**src/rtl/bus_demux12.sv**
```systemverilog
`default_nettype none
// ============================================================================
// bus_demux12 : routes one CPU data-bus request to RAM (t0) or peripherals (t1)
//               by addr[SEL_BIT], waits for that target's ack, returns rdata.
//               Optional macro DEMUX_TIMEOUT_EN adds a BUSY timeout error reply.
// Revision    : 1.0  initial release
// ============================================================================
module bus_demux12 #(
  parameter int SEL_BIT = 12
`ifdef DEMUX_TIMEOUT_EN
  , parameter int TIMEOUT_CYCLES = 16
`endif
) (
  input  logic        clk_i,
  input  logic        rst_i,
  input  logic        req_i,
  input  logic        we_i,
  input  logic [31:0] addr_i,
  input  logic [31:0] wdata_i,
  output logic        ack_o,
  output logic [31:0] rdata_o,
  output logic        err_o,
  output logic        t0_req_o,
  output logic        t1_req_o,
  output logic        tx_we_o,
  output logic [31:0] tx_addr_o,
  output logic [31:0] tx_wdata_o,
  input  logic        t0_ack_i,
  input  logic        t1_ack_i,
  input  logic [31:0] t0_rdata_i,
  input  logic [31:0] t1_rdata_i
);

  typedef enum logic [1:0] {
    IDLE = 2'd0,
    BUSY = 2'd1,
    RESP = 2'd2
  } state_t;

  state_t      state_q, state_d;
  logic        sel_q, sel_d;
  logic        t0_req_q, t0_req_d;
  logic        t1_req_q, t1_req_d;
  logic        tx_we_q, tx_we_d;
  logic [31:0] tx_addr_q, tx_addr_d;
  logic [31:0] tx_wdata_q, tx_wdata_d;
  logic        ack_q, ack_d;
  logic [31:0] rdata_q, rdata_d;

  logic        sel_ack;
  logic [31:0] sel_rdata;

  // Only the target chosen at accept time may complete the transaction.
  assign sel_ack   = sel_q ? t1_ack_i   : t0_ack_i;
  assign sel_rdata = sel_q ? t1_rdata_i : t0_rdata_i;

`ifdef DEMUX_TIMEOUT_EN
  localparam int                 c_cnt_w    = $clog2(TIMEOUT_CYCLES) + 1;
  localparam logic [c_cnt_w-1:0] c_cnt_last = c_cnt_w'(TIMEOUT_CYCLES - 1);

  logic [c_cnt_w-1:0] cnt_q, cnt_d;
  logic               err_q, err_d;
`endif

  always_comb begin
    state_d    = state_q;
    sel_d      = sel_q;
    t0_req_d   = t0_req_q;
    t1_req_d   = t1_req_q;
    tx_we_d    = tx_we_q;
    tx_addr_d  = tx_addr_q;
    tx_wdata_d = tx_wdata_q;
    ack_d      = 1'b0;
    rdata_d    = 32'h0;
`ifdef DEMUX_TIMEOUT_EN
    err_d      = 1'b0;
    cnt_d      = cnt_q;
`endif
    case (state_q)
      IDLE: begin
        if (req_i) begin
          tx_we_d    = we_i;
          tx_addr_d  = addr_i;
          tx_wdata_d = wdata_i;
          sel_d      = addr_i[SEL_BIT];
          t0_req_d   = ~addr_i[SEL_BIT];
          t1_req_d   = addr_i[SEL_BIT];
          state_d    = BUSY;
`ifdef DEMUX_TIMEOUT_EN
          cnt_d      = '0;
`endif
        end
      end
      BUSY: begin
        // A real ack takes priority over a timeout in the same cycle.
        if (sel_ack) begin
          t0_req_d = 1'b0;
          t1_req_d = 1'b0;
          ack_d    = 1'b1;
          rdata_d  = tx_we_q ? 32'h0 : sel_rdata;
          state_d  = RESP;
        end
`ifdef DEMUX_TIMEOUT_EN
        else if (cnt_q == c_cnt_last) begin
          t0_req_d = 1'b0;
          t1_req_d = 1'b0;
          ack_d    = 1'b1;
          rdata_d  = 32'hDEAD_BEEF;
          err_d    = 1'b1;
          state_d  = RESP;
        end else begin
          cnt_d = cnt_q + 1'b1;
        end
`endif
      end
      RESP: begin
        // The response pulse is on the outputs now; req_i is deliberately not looked at.
        state_d = IDLE;
      end
      default: state_d = IDLE;
    endcase
  end

  always_ff @(posedge clk_i) begin
    if (rst_i) begin
      state_q    <= IDLE;
      sel_q      <= 1'b0;
      t0_req_q   <= 1'b0;
      t1_req_q   <= 1'b0;
      tx_we_q    <= 1'b0;
      tx_addr_q  <= 32'h0;
      tx_wdata_q <= 32'h0;
      ack_q      <= 1'b0;
      rdata_q    <= 32'h0;
`ifdef DEMUX_TIMEOUT_EN
      err_q      <= 1'b0;
      cnt_q      <= '0;
`endif
    end else begin
      state_q    <= state_d;
      sel_q      <= sel_d;
      t0_req_q   <= t0_req_d;
      t1_req_q   <= t1_req_d;
      tx_we_q    <= tx_we_d;
      tx_addr_q  <= tx_addr_d;
      tx_wdata_q <= tx_wdata_d;
      ack_q      <= ack_d;
      rdata_q    <= rdata_d;
`ifdef DEMUX_TIMEOUT_EN
      err_q      <= err_d;
      cnt_q      <= cnt_d;
`endif
    end
  end

  assign ack_o      = ack_q;
  assign rdata_o    = rdata_q;
  assign t0_req_o   = t0_req_q;
  assign t1_req_o   = t1_req_q;
  assign tx_we_o    = tx_we_q;
  assign tx_addr_o  = tx_addr_q;
  assign tx_wdata_o = tx_wdata_q;
`ifdef DEMUX_TIMEOUT_EN
  assign err_o      = err_q;
`else
  assign err_o      = 1'b0;
`endif

endmodule
`default_nettype wire

```
**config.mk**
```make
export PLATFORM = sky130hd
export DESIGN_NAME = bus_demux12
export DESIGN_NICKNAME = d
export VERILOG_FILES = /design/src/rtl/bus_demux12.sv
export SDC_FILE = /design/constraint.sdc
export NUM_CORES = 1
export LEC_CHECK = 0
export CAP_MARGIN = 20
export CORE_MARGIN = 2
export CORE_UTILIZATION = 37
export CTS_CLUSTER_DIAMETER = 150
export DETAILED_ROUTE_END_ITERATION = 6
export GPL_TIMING_DRIVEN = 0
export PLACE_DENSITY = 0.79
export REMOVE_ABC_BUFFERS = 1
export SYNTH_ARGS = -nofsm -noshare
export SYNTH_HDL_FRONTEND = slang
export SYNTH_SLANG_ARGS = --single-unit
```
**constraint.sdc**
```tcl
create_clock -name clk_i -period 1.5 [get_ports clk_i]
set_input_delay 0.15 -clock clk_i [delete_from_list [all_inputs] [get_ports clk_i]]
set_output_delay 0.15 -clock clk_i [all_outputs]
set_load 0.01 [all_outputs]
```
==> key figures, run 1 <==
Min path
  • Hold Path Stages: 3
  • Hold EP: state_q[0]
  • Min-delay src: req_i
  • Hold WC Path Type: in2reg

Placement
  • Port Buf Inserts: 233
  • Placed cells: 756
  • Dpl hpwl: 8.501 mm
  • DP Worst Slack: -0.7992 ns
  • Routability congestion estimate: 0.7517

Synth
  • Post-Synthesis Cell Area: 3859 um2
  • Netlist cell types: 22
  • Sequential share of the synthesized area: 0.5292
  • Warnings from Yosys: 0
  • Most frequent cells after synthesis: nand2_1 (132), dfxtp_1 (102), a21oi_1 (66)
  • Most common cell in the netlist: nand2_1
  • Area leader, netlist: dfxtp_1
  • Top cells by area, synth: dfxtp_1 (53%), nand2_1 (13%), nor2_4 (8.8%), a21oi_1 (8.6%), mux2i_1 (8.3%)
  • Post-Syn Instances: 413
  • Prevailing post-synth register cell: dfxtp_1
  • Synth Register Bits: 102
  • Syn Area/Cell: 9.343 um2
  • Asr flop ratio synth: 0
  • Post-synth top area share: 0.5292
  • Number of flops mapped to enable cells by yosys: 0

Final layout
  • Fill count: 829
  • # diodes: 0
  • FF+latch area: 2048 um2
  • Final nets: 777
  • Multi-input logic area: 1660 um2
  • Cell Count, Final, Fillers Out: 782
  • Synth-to-layout area growth: 72.60%
  • Ratio of cells with drive above 1 in the final layout: 0.1068

Global route
  • GR Util All Layers: 0.2009
  • Vias in the first global route: 3704
  • Global-route wire length before repair: 17.91 mm
  • Overflow after GRT: 0
  • Largest net degree at the start of global routing: 41
  • Initial antenna violation count: 0

Outcome
  • Status: finished, final reports clean

Clock tree
  • TritonCTS clock tree: yes
  • Root Buffer: clkbuf_8
  • Clk sinks: 102
  • Clock Path Buffers: 2
  • Reg clk slew, reported paths: 0.09 ns
  • Hold buffer count at cts: 0
  • Depth of the CTS H-tree: 3
  • CTS Buf Count: 9
  • Clock insertion delay at the later pin of the skew report: 0.35 ns

Drt
  • DR WL met2: 6.046 mm
  • Post-DR vias/cell: 4.673
  • Wire per inst: 14.92 um
  • Iter 0 DRT Violations: 174
  • Metal3 WL: 1.249 mm
  • First drt pass iteration count: 4
  • Residual DRC count: 0
  • Top sig layer: met4
  • M1 WL: 4.158 mm
  • DRT Wirelength: 11.67 mm
  • Vias: 3654
  • Final antenna-violating net count: 0

Critical path
  • Crit Path Class: reg2reg
  • Worst r2r path cells: 4
  • Reg2Reg Setup Slack: 0.05 ns
  • CP Capture Type: flip-flop
  • CP startpoint: state_q[0]
  • Critical path peak fanout: 35
  • FF-to-FF End: tx_addr_o[31]
  • Largest stage delay, worst path: 0.55 ns
  • CP top delay family: simple AND/OR/NAND/NOR gates
  • Critical path buffer and inverter count: 1
  • Critical Path Slowest Stage Cell: or3b_4
  • Worst path cell trace: or3b_4 -> buf_12 -> nand2_1 -> a21oi_1
  • Worst r2r src: state_q[0]
  • Data arrival, critical path: 1.68 ns
  • Worst setup SP type: flip-flop
  • Worst EP required: 1.73 ns

Floorplan
  • Core Rows: 37
  • Io pins: 235
  • DIE HEIGHT: 106.1 um
  • Core area: 10230 um2
  • Die X: 106.1 um
  • DIE AREA: 11260 um2
  • Initial Utilization: 0.3772

STA
  • Fin Hold WS: 0.1959 ns
  • Highest clock rate: 0.6914 GHz
  • Part of the cycle the worst path needs: 0.9642
  • Setup Skew: 0.009727 ns
  • TNS Setup: 0 ns
  • RSZ-0062 raised after global routing: no
  • Setup ws final: 0.05364 ns
  • Slew headroom: 0.6181
  • Final min period: 1.446 ns
  • Final hold vios: 0
  • Final setup vio count: 0
  • Slew Viols, Final: 0
  • Worst-margin pin slew: 0.5728 ns

Power
  • P_leak: 2.390 nW
  • PwrDens: 926.7 nW/um2
  • Peak supply drop: 0.0007329 V

Run
  • Max-Cap Viols: 0
report_power, final:
group | switching (mW) | leakage (nW) | internal (mW)
combinational | 0.521 | 1.45 | 0.750
sequential | 0.0779 | 0.835 | 2.85
clock | 0.885 | 0.108 | 1.09
worst reg2reg max path, delay by kind of cell, from the launching register on:
| kind | cells | cell delay [ns] |
|---|---|---|
| AND/OR/NAND/NOR | 2 | 0.65 |
| AO/OA/AOI/OAI | 1 | 0.06 |
| buffers and inverters | 1 | 0.22 |
| flip-flops | 1 | 0.41 |
cells by family after synthesis:
kind of cell | share of synthesized area
flip-flops | 0.5292
buffers and inverters | 0.05415
AND/OR/NAND/NOR | 0.2374
AO/OA/AOI/OAI | 0.09177
multiplexers | 0.08658
other | 0.0009718
state kept, by name (all words and copies together), names as in the netlist:
signal and count:
rdata_o 32, tx_addr_o 32, tx_wdata_o 32, state_q 2, ack_o 1, t0_req_o 1, t1_req_o 1, tx_we_o 1
worst max path at each step:
stage,slack (ns),cells past startpoint,to
after floorplan,-3.20,3,rdata_o[10]
after global placement,-4.45,4,rdata_o[12]
after detailed placement,-0.80,6,tx_addr_o[25]
after CTS,0.03,4,tx_addr_o[31]
after global routing,0.0005,4,tx_addr_o[31]
final,0.05,4,tx_addr_o[31]
layer usage:
layer / vias up / global-route usage
met2: 168 / 0.3750
met4: 0 / 0.06297
li1: 1799 / -
met3: 17 / 0.08706
met5: - / 0
met1: 1670 / 0.1986
timing repair:
item,4_1_cts,5_1_grt
pin swaps,3,1
buffers inserted,7,2
gates cloned,2,1
resized for setup,3,4
endpoints found under the setup margin,100,38
cells in the final DEF, fill, tap and decap left out, drive strengths merged, types with 2 or more instances in the layout:
cell type	count
nor3b	2
buf	16
dfxtp	102
or3b	2
clkdlybuf4s50	231
bufinv	3
nor2	38
nand2	132
clkbuf	11
mux2i	33
a21oi	66
cell type report:
class	count	share of cell area
clock buffers	10	0.01916
clock inverters	4	0.01465
multi-input cells	281	0.2493
flip-flops and latches	102	0.3075
well taps	136	0.02555
repair buffers	249	0.3838
per-stage QoR:
| step | cell area, um2 | total power, mW | utilization |
|---|---|---|---|
| global route | 6660 | 6.454 | 0.6510 |
| global placement | 6152 | 4.140 | 0.6013 |
| CTS | 6626 | 6.240 | 0.6477 |
| floorplan | 3650 | 3.423 | - |
| finish | 6660 | 6.172 | 0.6510 |
| detailed placement | 6309 | 4.209 | 0.6166 |
Power figures use the tool's default switching activity.
==> run 2: changes to the inputs <==
--- a/config.mk
+++ b/config.mk
@@ -5,13 +5,13 @@
 export SDC_FILE = /design/constraint.sdc
 export NUM_CORES = 1
 export LEC_CHECK = 0
-export CAP_MARGIN = 20
 export CORE_MARGIN = 2
-export CORE_UTILIZATION = 37
+export CORE_UTILIZATION = 38
+export CTS_BUF_LIST = sky130_fd_sc_hd__clkbuf_4
 export CTS_CLUSTER_DIAMETER = 150
 export DETAILED_ROUTE_END_ITERATION = 6
 export GPL_TIMING_DRIVEN = 0
-export PLACE_DENSITY = 0.79
+export PLACE_DENSITY_LB_ADDON = 0.15
 export REMOVE_ABC_BUFFERS = 1
 export SYNTH_ARGS = -nofsm -noshare
 export SYNTH_HDL_FRONTEND = slang
==> run 2 against run 1 <==
Via count down 2.5%; global-route usage grew 0.47 points; clock skew is 0.00074 ns lower; routed wire length down 2.8%; utilization grew 1.0 points; setup slack gained 0.0020 ns; final cell count shrank 0.51%; critical path type is now reg2out; highest routed layer unchanged.
==> key figures, run 2 (synthesis gave the netlist of run 1 again) <==
Clock tree
  • Reg clk slew, reported paths: 0.14 ns (was 0.09 ns)
  • Root Buffer: clkbuf_4 (was clkbuf_8)
  • CTS Buf Count: 9 (unchanged)
  • Depth of the CTS H-tree: 3 (unchanged)
  • Clk sinks: 102 (unchanged)
  • TritonCTS clock tree: yes (unchanged)
  • Clock Path Buffers: 2 (unchanged)
  • Clock insertion delay at the later pin of the skew report: 0.44 ns (was 0.35 ns)

Critical path
  • CP top delay family: buffers and inverters (was simple AND/OR/NAND/NOR gates)
  • Worst path cell trace: clkdlybuf4s50_1 (was or3b_4 -> buf_12 -> nand2_1 -> a21oi_1)
  • CP Capture Type: output port (was flip-flop)
  • Data arrival, critical path: 1.29 ns (was 1.68 ns)
  • Critical path buffer and inverter count: 1 (unchanged)
  • Critical path peak fanout: 1 (was 35)
  • Critical Path Slowest Stage Cell: clkdlybuf4s50_1 (was or3b_4)
  • Worst EP required: 1.35 ns (was 1.73 ns)
  • Worst setup SP type: flip-flop (unchanged)
  • Crit Path Class: reg2out (was reg2reg)
  • Largest stage delay, worst path: 0.52 ns (was 0.55 ns)

Placement
  • Routability congestion estimate: 0.7641 (was 0.7517)
  • Placed instance area: 6317 um2 (was 6309 um2)
  • Dpl hpwl: 8.377 mm (was 8.501 mm)
  • Port Buf Inserts: 233 (unchanged)

Floorplan
  • DIE HEIGHT: 104.8 um (was 106.1 um)
  • Core area: 9819 um2 (was 10230 um2)
  • Die X: 104.8 um (was 106.1 um)
  • Io pins: 235 (unchanged)
  • DIE AREA: 10980 um2 (was 11260 um2)
  • Initial Utilization: 0.3930 (was 0.3772)
  • Core Rows: 36 (was 37)

STA
  • Part of the cycle the worst path needs: 0.9629 (was 0.9642)
  • Slew headroom: 0.6379 (was 0.6181)
  • Highest clock rate: 0.6923 GHz (was 0.6914 GHz)
  • Slew Viols, Final: 0 (unchanged)
  • Setup Skew: 0.008991 ns (was 0.009727 ns)
  • Final min period: 1.444 ns (was 1.446 ns)
  • Fin Hold WS: 0.1892 ns (was 0.1959 ns)
  • Final hold vios: 0 (unchanged)
  • Final setup vio count: 0 (unchanged)
  • RSZ-0062 raised after global routing: no (unchanged)
  • TNS Setup: 0 ns (unchanged)
  • Worst-margin pin slew: 0.5431 ns (was 0.5728 ns)

Global route
  • Vias in the first global route: 3596 (was 3704)
  • Initial antenna violation count: 0 (unchanged)
  • GR Util All Layers: 0.2056 (was 0.2009)
  • Largest net degree at the start of global routing: 42 (was 41)
  • Global-route wire length before repair: 17.84 mm (was 17.91 mm)
  • Overflow after GRT: 0 (unchanged)

Run
  • Max-Cap Viols: 0 (unchanged)

Final layout
  • Synth-to-layout area growth: 68.22% (was 72.60%)
  • Multi-input logic area: 1642 um2 (was 1660 um2)
  • FF+latch area: 2049 um2 (was 2048 um2)
  • Most common cell after layout, fill and taps aside: clkdlybuf4s50_1 (unchanged)
  • Final core utilization: 0.6611 (was 0.6510)
  • Most frequent cells in the layout: clkdlybuf4s50_1 (133), nand2_1 (132), dfxtp_1 (98), dlygate4sd2_1 (72), a21oi_1 (66) (was clkdlybuf4s50_1 (231), nand2_1 (132), dfxtp_1 (99), a21oi_1 (66), mux2i_1 (32))
  • Final nets: 775 (was 777)
  • # diodes: 0 (unchanged)
  • Design area: 6491 um2 (was 6660 um2)
  • Ratio of cells with drive above 1 in the final layout: 0.1039 (was 0.1068)
  • Fill count: 859 (was 829)

Power
  • Total design power: 5.278 mW (was 6.172 mW)
  • Peak supply drop: 0.0004029 V (was 0.0007329 V)
  • P_leak: 3.080 nW (was 2.390 nW)
  • PwrDens: 813.1 nW/um2 (was 926.7 nW/um2)

Outcome
  • Status: finished, final reports clean (unchanged)

Drt
  • Residual DRC count: 0 (unchanged)
  • Wire per inst: 14.58 um (was 14.92 um)
  • DRT Wirelength: 11.34 mm (was 11.67 mm)
  • Post-DR vias/cell: 4.581 (was 4.673)
  • Iter 0 DRT Violations: 127 (was 174)
  • Final antenna-violating net count: 0 (unchanged)
  • Vias: 3564 (was 3654)
  • First drt pass iteration count: 4 (unchanged)

Min path
  • Hold WC Path Type: in2reg (unchanged)
==> run 2: changes by cell type in the layout (fill, tap and decap cells not counted), sizes merged <==
cell | before | now
clkdlybuf4s50 | 231 | 133
dlygate4sd2 | 0 | 72
dlymetal6s2s | 1 | 26
clkinv | 0 | 4
bufinv | 3 | 0
buf | 16 | 15
bufbuf | 0 | 1
clkbuf | 11 | 12
clkinvlp | 1 | 0
nor3b | 2 | 1
==> run 2: routing by layer <==
layer | global-route usage | routed length, um
met5 | 0 | 0
met4 | 0.07619 | 158
met3 | 0.09981 | 1396
met2 | 0.3678 | 5634
met1 | 0.2051 | 4155
==> run 2: cell type report <==
type | instances | area share
Tap cell | 133 | 0.02564
Timing Repair Buffer | 248 | 0.3907
Clock buffer | 11 | 0.01272
Clock inverter | 4 | 0.002313
Sequential cell | 102 | 0.3157
Multi-Input combinational cell | 280 | 0.2529
==> run 2: timing repair <==
item | in CTS | in global routing
pin swaps | 2 | 0
resized for setup | 77 | 30
hold buffers | 0 | 0
endpoints found under the setup margin | 160 | 73
gates cloned | 2 | 0
buffers inserted | 7 | 0
==> run 2: final timing paths <==
kind	start	to	slack [ns]	depth (start not counted)
min reg2reg	tx_wdata_o[8]	tx_wdata_o[8]	0.46	2
max	rdata_o[6]	rdata_o[6]	0.06	1
max reg2reg	state_q[0]	tx_wdata_o[10]	0.09	3
min	rst_i	tx_addr_o[11]	0.19	2
==> run 2: report_power, final <==
group          switching, mW  internal (mW)  leakage (nW)
combinational          0.512          0.678          2.19
sequential            0.0680           2.85         0.835
clock                  0.820          0.351        0.0569
==> run 2: through the flow <==
step,cells,setup slack (ns)
after floorplan,381,-3.204
after global placement,747,-4.546
after detailed placement,754,-0.5689
after CTS,778,0.0004237
after global routing,778,0.008611
final,778,0.05562
